### src/rtl/rs_branch_ooo.sv
// -----------------------------------------------------------------------------
// rs_branch_ooo
//   Branch reservation station. Buffers decoded branch/jump ops until both
//   source operands are resolved, snooping NUM_CDB result broadcast channels,
//   then issues the oldest ready entry into a single output register that
//   feeds the branch execution unit.
//
// Ports
//   clk, rst           : rising-edge clock, asynchronous active-low reset
//   flush              : synchronous clear of all entries and the output reg
//   alloc_*            : decoder allocation port (valid/ready + op fields)
//   cdb_valid/tag/data : flat broadcast buses, channel c at slice c
//   out_*              : issue port (valid/ready + issued op and operands)
//   count              : number of occupied entries
// -----------------------------------------------------------------------------
module rs_branch_ooo #(
  parameter int          DEPTH    = 4,
  parameter int          DATA_W   = 32,
  parameter int          ADDR_W   = 32,
  parameter int          TAG_W    = 4,
  parameter int unsigned TAG_FREE = 0,
  parameter int          OP_W     = 6,
  parameter int          NUM_CDB  = 2,
  localparam int         SEL_W    = $clog2(DEPTH)
) (
  input  logic                        clk,
  input  logic                        rst,
  input  logic                        flush,
  input  logic                        alloc_valid,
  output logic                        alloc_ready,
  input  logic [OP_W-1:0]             alloc_op,
  input  logic [ADDR_W-1:0]           alloc_pc,
  input  logic [DATA_W-1:0]           alloc_offset,
  input  logic [TAG_W-1:0]            alloc_tag1,
  input  logic [TAG_W-1:0]            alloc_tag2,
  input  logic [DATA_W-1:0]           alloc_data1,
  input  logic [DATA_W-1:0]           alloc_data2,
  input  logic [NUM_CDB-1:0]          cdb_valid,
  input  logic [NUM_CDB*TAG_W-1:0]    cdb_tag,
  input  logic [NUM_CDB*DATA_W-1:0]   cdb_data,
  output logic                        out_valid,
  input  logic                        out_ready,
  output logic [OP_W-1:0]             out_op,
  output logic [ADDR_W-1:0]           out_pc,
  output logic [DATA_W-1:0]           out_offset,
  output logic [DATA_W-1:0]           out_src1,
  output logic [DATA_W-1:0]           out_src2,
  output logic [SEL_W:0]              count
);

  localparam logic [TAG_W-1:0] TAG_FREE_V = TAG_W'(TAG_FREE);

  // Entry state
  logic [DEPTH-1:0]  r_busy;
  logic [DEPTH-1:0]  r_age [DEPTH];   // r_age[row][col]: row is older than col
  logic [OP_W-1:0]   r_op    [DEPTH];
  logic [ADDR_W-1:0] r_pc    [DEPTH];
  logic [DATA_W-1:0] r_off   [DEPTH];
  logic [TAG_W-1:0]  r_tag1  [DEPTH];
  logic [TAG_W-1:0]  r_tag2  [DEPTH];
  logic [DATA_W-1:0] r_data1 [DEPTH];
  logic [DATA_W-1:0] r_data2 [DEPTH];

  // Output register
  logic              r_out_valid;
  logic [OP_W-1:0]   r_out_op;
  logic [ADDR_W-1:0] r_out_pc;
  logic [DATA_W-1:0] r_out_offset;
  logic [DATA_W-1:0] r_out_src1;
  logic [DATA_W-1:0] r_out_src2;

  // Effective (post same-cycle wakeup) operands per entry
  logic [TAG_W-1:0]  w_tag1  [DEPTH];
  logic [TAG_W-1:0]  w_tag2  [DEPTH];
  logic [DATA_W-1:0] w_data1 [DEPTH];
  logic [DATA_W-1:0] w_data2 [DEPTH];
  logic [DEPTH-1:0]  w_ready;
  logic [DEPTH-1:0]  w_oldest;
  logic [SEL_W-1:0]  w_sel;
  logic [SEL_W-1:0]  w_free;
  logic [SEL_W:0]    w_count;
  logic [TAG_W-1:0]  w_new_tag1, w_new_tag2;
  logic [DATA_W-1:0] w_new_data1, w_new_data2;
  logic              w_alloc;
  logic              w_issue;

  // Resolve one operand against the CDB. Channels are scanned from the top
  // down so the lowest matching channel is the last (winning) assignment.
  // A pending tag is never TAG_FREE, so a TAG_FREE broadcast cannot match.
  function automatic void snoop(input  logic [TAG_W-1:0]  tag_in,
                                input  logic [DATA_W-1:0] data_in,
                                output logic [TAG_W-1:0]  tag_out,
                                output logic [DATA_W-1:0] data_out);
    tag_out  = tag_in;
    data_out = data_in;
    if (tag_in != TAG_FREE_V) begin
      for (int c = NUM_CDB - 1; c >= 0; c--) begin
        if (cdb_valid[c] && (cdb_tag[c*TAG_W +: TAG_W] == tag_in)) begin
          tag_out  = TAG_FREE_V;
          data_out = cdb_data[c*DATA_W +: DATA_W];
        end
      end
    end
  endfunction

  always_comb begin
    // NOTE: every combinational output gets a default before any branch so
    // no path leaves it unassigned, which would otherwise infer a latch.
    w_ready  = '0;
    w_oldest = '0;
    w_sel    = '0;
    w_free   = '0;
    w_count  = '0;
    for (int i = 0; i < DEPTH; i++) begin
      snoop(r_tag1[i], r_data1[i], w_tag1[i], w_data1[i]);
      snoop(r_tag2[i], r_data2[i], w_tag2[i], w_data2[i]);
      w_ready[i] = r_busy[i] && (w_tag1[i] == TAG_FREE_V) && (w_tag2[i] == TAG_FREE_V);
    end
    // An entry is the oldest ready one if no other ready entry is older.
    for (int i = 0; i < DEPTH; i++) begin
      w_oldest[i] = w_ready[i];
      for (int j = 0; j < DEPTH; j++) begin
        if (w_ready[j] && r_age[j][i]) w_oldest[i] = 1'b0;
      end
    end
    // Descending scan: the lowest free index is the final assignment.
    for (int i = DEPTH - 1; i >= 0; i--) begin
      if (w_oldest[i]) w_sel  = SEL_W'(i);
      if (!r_busy[i])  w_free = SEL_W'(i);
      w_count = w_count + (SEL_W + 1)'(r_busy[i]);
    end
    snoop(alloc_tag1, alloc_data1, w_new_tag1, w_new_data1);
    snoop(alloc_tag2, alloc_data2, w_new_tag2, w_new_data2);
  end

  assign alloc_ready = ~&r_busy;
  assign w_alloc     = alloc_valid && alloc_ready && !flush;
  assign w_issue     = (|w_ready) && (!r_out_valid || out_ready) && !flush;
  assign count       = w_count;

  // Control state: busy bits, age matrix and the output register.
  always_ff @(posedge clk or negedge rst) begin
    if (!rst) begin
      r_busy       <= '0;
      r_out_valid  <= 1'b0;
      r_out_op     <= '0;
      r_out_pc     <= '0;
      r_out_offset <= '0;
      r_out_src1   <= '0;
      r_out_src2   <= '0;
      for (int i = 0; i < DEPTH; i++) r_age[i] <= '0;
    end else if (flush) begin
      // Output data fields are left as they are; only the valid drops.
      r_busy      <= '0;
      r_out_valid <= 1'b0;
      for (int i = 0; i < DEPTH; i++) r_age[i] <= '0;
    end else begin
      // NOTE: non-blocking assignments make every read in this block see the
      // pre-edge state, so issue and allocation in one cycle cannot interfere.
      if (w_issue) begin
        r_busy[w_sel] <= 1'b0;
        r_out_valid   <= 1'b1;
        r_out_op      <= r_op[w_sel];
        r_out_pc      <= r_pc[w_sel];
        r_out_offset  <= r_off[w_sel];
        r_out_src1    <= w_data1[w_sel];
        r_out_src2    <= w_data2[w_sel];
      end else if (out_ready) begin
        r_out_valid <= 1'b0;
      end
      // The new entry is younger than every currently busy entry. The row
      // and column of the target are fully rewritten, so stale bits left by
      // a previous occupant never survive.
      if (w_alloc) begin
        r_busy[w_free] <= 1'b1;
        for (int j = 0; j < DEPTH; j++) begin
          r_age[w_free][j] <= 1'b0;
          r_age[j][w_free] <= r_busy[j];
        end
      end
    end
  end

  // NOTE: the payload array has no reset; every read of it is qualified by a
  // busy bit, and leaving it unreset keeps it a plain register file.
  always_ff @(posedge clk) begin
    for (int i = 0; i < DEPTH; i++) begin
      if (w_alloc && (w_free == SEL_W'(i))) begin
        r_op[i]    <= alloc_op;
        r_pc[i]    <= alloc_pc;
        r_off[i]   <= alloc_offset;
        r_tag1[i]  <= w_new_tag1;
        r_data1[i] <= w_new_data1;
        r_tag2[i]  <= w_new_tag2;
        r_data2[i] <= w_new_data2;
      end else if (r_busy[i]) begin
        r_tag1[i]  <= w_tag1[i];
        r_data1[i] <= w_data1[i];
        r_tag2[i]  <= w_tag2[i];
        r_data2[i] <= w_data2[i];
      end
    end
  end

  assign out_valid  = r_out_valid;
  assign out_op     = r_out_op;
  assign out_pc     = r_out_pc;
  assign out_offset = r_out_offset;
  assign out_src1   = r_out_src1;
  assign out_src2   = r_out_src2;

endmodule

### config.mk
export PLATFORM = sky130hd
export DESIGN_NAME = rs_branch_ooo
export DESIGN_NICKNAME = d
export VERILOG_FILES = /design/src/rtl/rs_branch_ooo.sv
export SDC_FILE = /design/constraint.sdc
export NUM_CORES = 2
export LEC_CHECK = 0
export CORE_MARGIN = 2
export CORE_UTILIZATION = 54
export CTS_BUF_LIST = sky130_fd_sc_hd__clkbuf_4 sky130_fd_sc_hd__clkbuf_8
export CTS_CLUSTER_DIAMETER = 80
export DETAILED_ROUTE_END_ITERATION = 10
export PLACE_DENSITY = 0.79
export SYNTH_ARGS = -nofsm -noshare
export SYNTH_HDL_FRONTEND = slang
export SYNTH_SLANG_ARGS = --single-unit
### constraint.sdc
create_clock -name clk -period 6.85 [get_ports clk]
set_clock_uncertainty 0.1 [all_clocks]
set_input_delay 1.37 -clock clk [delete_from_list [all_inputs] [get_ports clk]]
set_output_delay 1.37 -clock clk [all_outputs]
set_load 0.01 [all_outputs]
# Yosys cells after proc, flatten, opt, wreduce, memory -nomap -nowiden
# Memories as Yosys holds them, arrays and structs flattened. A register that Yosys moved wholly into a read port is not among the register bits.
# Index checks and enable logic that the tools add are counted.
# op_classes
n_addsub	3
mux	178
bitwise	30
reduce_logical	95
magnitude_cmp	7
eq_ne	23
# op_table
operator	n
32-bit two-way mux	48
32-bit OR reduction	6
4-bit two-way mux	43
32-bit binary-select mux with 2-bit select	2
4-bit == test	20
16-bit AND	4
16-bit NOT	4
1-bit logical AND	55
1-bit two-way mux	51
4-bit nonzero test	10
2-bit two-way mux	18
4-bit demux with 2-bit select	4
4-bit logical NOT	8
16-bit two-way mux	2
6-bit two-way mux	3
6-bit OR reduction	3
4-bit bitwise mux	4
1-bit bitwise OR	16
3-bit greater-or-equal comparator, second input constant	2
1-bit logical NOT	6
2-bit by 3-bit less-than comparator with 1-bit output, second input constant	2
2-bit NOT with 3-bit output	2
4-bit AND	1
1-bit demux with 2-bit select	2
other kinds (18)	20
# word_totals
ramBits	568
ff_bits	85
word_cells	351
memories	7
input_bits	221
output_inout_bits	139
# memory_table
name	words	word_bits	read_ports	rd_ports_with_merged_regs	write_ports	line	source
r_data1	4	32	4	0	4	61	logic [DATA_W-1:0] r_data1 [DEPTH];
r_data2	4	32	4	0	4	62	logic [DATA_W-1:0] r_data2 [DEPTH];
r_off	4	32	1	1	1	58	logic [DATA_W-1:0] r_off [DEPTH];
r_pc	4	32	1	1	1	57	logic [ADDR_W-1:0] r_pc [DEPTH];
r_op	4	6	1	1	1	56	logic [OP_W-1:0] r_op [DEPTH];
r_tag1	4	4	4	0	4	59	logic [TAG_W-1:0] r_tag1 [DEPTH];
+1 memories	--	--	--	--	--	--	

# Logic depth before layout (Yosys ltp)
# depth
word_depth	28
mapped_depth	14
mapped_depth_nobuf	10

# Worst setup path before layout
# No wires, ideal clock.
# synth_path
path_kind	input to register
start	input port alloc_valid
end	memory r_data1[3][0] (enable)
cell_stages	3
required_ns	6.148
slack_ns	-0.780
arrival_ns	6.928
path_cell_list	nand2_1 -> or3_1 -> o21ai_0
# synth_lines
element	line	source
start: declaration	29	input logic alloc_valid,
end: declaration	61	

# Worst setup path in the final report
# layout_path
start	register r_busy[1]
end	output port count[1]
# layout_via
elab_chain_len	2
# layout_rtl
element	line	source
start: declaration	54	logic [DEPTH-1:0] r_busy;
start signal: assignment	144	r_busy <= '0;
start signal: assignment	154	r_busy <= '0;
start signal: indexed assignment	161	r_busy[w_sel] <= 1'b0;
2-bit by 1-bit adder with 3-bit output	130	w_count = w_count + (SEL_W + 1)'(r_busy[i]);
3-bit by 1-bit adder with 3-bit output	130	
end: declaration	48	output logic [SEL_W:0] count
# No other way between the ends.

==> flow_summary_export.csv <==
group,metric,value,unit
global_routing,grt_use_total,36.8,%
synth,synth_cell_types,66,
clock_tree,cts.sinks,723,
final_layout,final_cells,4323,
setup_path,critPathMaxStageDelay,880,ps
floorplanning,die_area,0.0696,mm^2
pwr,intPower,8.16,mW
setup_path,crit_slowest_cell,"dfrtp_4",
placement,dp_hpwl,77300,um
setup_path,path_depth,6,
drt,first_pass_iters,8,
synth,avgSynthCellArea,11.7,um^2
final_layout,utilization,64.4,%
placement,port_buffers,359,
setup_path,end_kind,"output pin",
final_layout,layout.nets,3567,
clock_tree,ctsLongestPathBuffers,3,
clock_tree,tritoncts,"done",
pwr,clockPowerShare,36.1,%
setup_path,cpMostUsedCell,"ha_1",
pwr,irDropWorstVdd,0.267,mV
synth,synthesis.area,0.0365,mm^2
pwr,switching_share,27.5,%
synth,synthTopCellsByCount,"edfxtp_1 (568), mux2i_1 (323), nand2_1 (317)",
drt,ant_nets,0,
global_routing,antenna_found_initial,21,
drt,drc_errors,0,
placement,dpl-instance-area,0.0406,mm^2
global_routing,grt-ovfl-total,0,
synth,synth_edf_count,568,
floorplanning,die_y,264,um
drt,vias_per_cell,7.17,
clock_tree,cts_resized,0,
setup_path,cp-endpoint,"count[1]",
clock_tree,clock_latency,810,ps
timing,setup_viol,0,
clock_tree,post_cts_buffers,0,
timing,worst_slew_pin_slew,1480,ps
floorplanning,dieWidth,264,um
floorplanning,row_count,95,
synth,yosys_most_used_dff,"edfxtp_1",
synth,synthesis.instances,3124,
setup_path,r2r_cells,8,
final_layout,syn2layout_area_growth,18.4,%
synth,post-synth-top-area-cell,"edfxtp_1",
synth,ys_top_cells_by_area,"edfxtp_1 (47%), dfrtp_1 (11%), mux2i_1 (8.9%), o22ai_1 (5.4%), o22a_1 (4.4%)",
final_layout,drive_above_1_share,10.6,%
timing,slew_violations,0,
timing,max_freq,190,MHz
global_routing,grt_first_pass_wirelength,195000,um
synth,synth_fp_nets,3349,
pwr,seqPwrFrac,47.6,%
timing,rsz0062_at_grt,"no",
clock_tree,ctsRootBufferMaster,"clkbuf_8",
setup_path,r2r_start,"r_tag2[2][1]$_DFFE_PP_",
synth,yosys_register_bits,723,
clock_tree,cts_buffers,115,
global_routing,grt_pass1_vias,31186,
worst_hold_path,hold_path_class,"flop to flop",
placement,gp_congestion,0.953,
synth,postSynth.asyncResetShare,21.4,%
setup_path,critPathLaunchType,"flop",
synth,yosys_warnings,0,
pwr,leakage,14.6,nW
synth,yosysSeqAreaShare,57.4,%
drt,route.vias.total,31017,
final_layout,final_cell_area,0.0432,mm^2
setup_path,worstPathBufferInverterCount,3,
timing,slew_headroom,1.45,%
setup_path,r2r_slack,2030,ps
drt,drtIter0Drc,5242,
floorplanning,top_level_ports,360,
timing,finalWorstPathRequiredPeriod,5250,ps
clock_tree,path_clk_slew,60,ps
global_routing,grt_max_degree,112,
pwr,p_sw,3.10,mW
synth,synth.most_common_cell,"edfxtp_1",
drt,post_drt_wl_per_cell,30.4,um
final_layout,fillCellCount,4929,
floorplanning,initial_core_util,54.4,%
drt,drt-total-wl,131000,um
worst_hold_path,holdPathStages,1,
clock_tree,htreeDepth,3,
placement,dp_cells,4098,
setup_path,worst-setup-path-type,"flop to output pin",
clock_tree,ctsHoldBuffers,0,
synth,synth_top_area_share,46.8,%
run_status,status,"finished clean",
pwr,p_comb_share,16.4,%
setup_path,reg2reg_to,"out_pc[14]$_DFFE_PN0P_",
timing,finalHoldViolCount,0,
pwr,power.density,261,mW/mm^2
setup_path,path_cells,"clkinv_1, fa_1, inv_1, ha_1, ha_1, clkdlybuf4s50_1",
setup_path,crit_path_max_fanout,41,
floorplanning,coreArea,0.0670,mm^2
setup_path,cp.arrival,3780,ps
setup_path,startpoint,"r_busy[1]$_DFF_PN0_",
setup_path,critPathRequiredTime,5380,ps
timing,post-route-period-util,76.7,%
job,maxCapViolCount,0,
setup_path,cp_top_family,"adder cells",
## stage by stage
step           setup WS, ps  hold WS [ps]  power, mW  TNS [ps]
4_1_cts                1570           386       11.2         0
6_report               1600           384       11.3         0
5_1_grt                1490           411       11.6         0
3_5_place_dp            971           368       7.22         0
3_3_place_gp           1040           371       7.15         0
2_1_floorplan          -509           345       6.24   -102570
## worst min path at each step
stage | from | to | slack (ps)
finish | r_age[6]$_DFFE_PN0P_ | r_age[6]$_DFFE_PN0P_ | 380
global placement | r_age[6]$_DFFE_PN0P_ | r_age[6]$_DFFE_PN0P_ | 370
global route | out_src1[5]$_DFFE_PN0P_ | out_src1[5]$_DFFE_PN0P_ | 410
CTS | r_age[6]$_DFFE_PN0P_ | r_age[6]$_DFFE_PN0P_ | 390
detailed placement | r_age[6]$_DFFE_PN0P_ | r_age[6]$_DFFE_PN0P_ | 370
floorplan | r_age[6]$_DFFE_PN0P_ | r_age[6]$_DFFE_PN0P_ | 350
## placed cells by master (no fill, tap or decap), drive strengths merged, types with 7 or more instances in the layout
cell type,synthesis,layout
a2bb2oi,14,14
diode,0,9
nor3b,21,21
nor4,12,12
a211oi,25,25
a21oi,52,52
edfxtp,568,568
o211ai,7,7
nand2b,7,7
nor3,25,25
clkbuf,264,175
o221ai,116,116
a22oi,33,33
xnor2,25,25
dfrtp,155,155
o32a,32,32
clkinv,1,34
nand3b,19,19
mux2i,323,323
nand3,33,33
buf,70,77
nor2,141,141
o21ai,229,229
nor2b,13,13
o22ai,312,312
inv,16,20
clkdlybuf4s50,0,358
xor2,55,55
o22a,182,182
nand2,320,320
## worst reg2reg max path: stages (launching register included)
cell and delay (ps):
edfxtp_1 480, or4_2 1190, nand3_1 420, and3_1 220, a2111o_1 260, and2_1 400
a21o_2 350, buf_4 800, o221ai_1 350
## cell type report
class	count	area, um^2	share of cell area, %
multi-input combinational	2050	14200	33.0
clock buffer	175	2160	5.00
tap	873	1090	2.53
inverter	17	63.8	0.148
antenna	9	22.5	0.0521
clock inverter	41	420	0.973
timing repair buffer	435	4240	9.82
sequential	723	20900	48.5
## sequential cells by signal, indices dropped and copies added, names as in the netlist, 24 cells and up
| register | cells |
|---|---|
| out_pc | 32 |
| r_op | 24 |
| out_offset | 32 |
| out_src1 | 32 |
| r_pc | 128 |
| out_src2 | 32 |
| r_off | 128 |
| r_data2 | 128 |
| r_data1 | 128 |
## cells by family (layout without fill, tap and decap cells)
kind of cell | after synthesis | count (layout) | share of synthesized area (%)
compound gates | 1021 | 1021 | 19.9
other cells | 0 | 9 | 0
buf+inv | 351 | 668 | 4.04
fa+ha+maj | 4 | 4 | 0.158
xor+xnor | 80 | 80 | 1.92
flops | 723 | 723 | 57.4
mux | 326 | 326 | 8.96
simple gates | 619 | 619 | 7.58
## routing by layer
metal  track usage, %  up-vias  wire length, um
li1                 -    12632                -
met1             45.3    14864            44900
met2             54.3     2848            56800
met3             14.9      645            20600
met4             22.8       28             8950
met5                0        -              195
## power groups by stage
stage                     Clock, mW  Sequential (mW)  Combinational [mW]
after floorplan                   0             5.45               0.789
final                          4.06             5.35                1.84
after global routing           4.28             5.37                1.94
after CTS                      4.08             5.34                1.80
after detailed placement          0             5.42                1.79
after global placement            0             5.41                1.74
(Power assumes the default switching activity.)
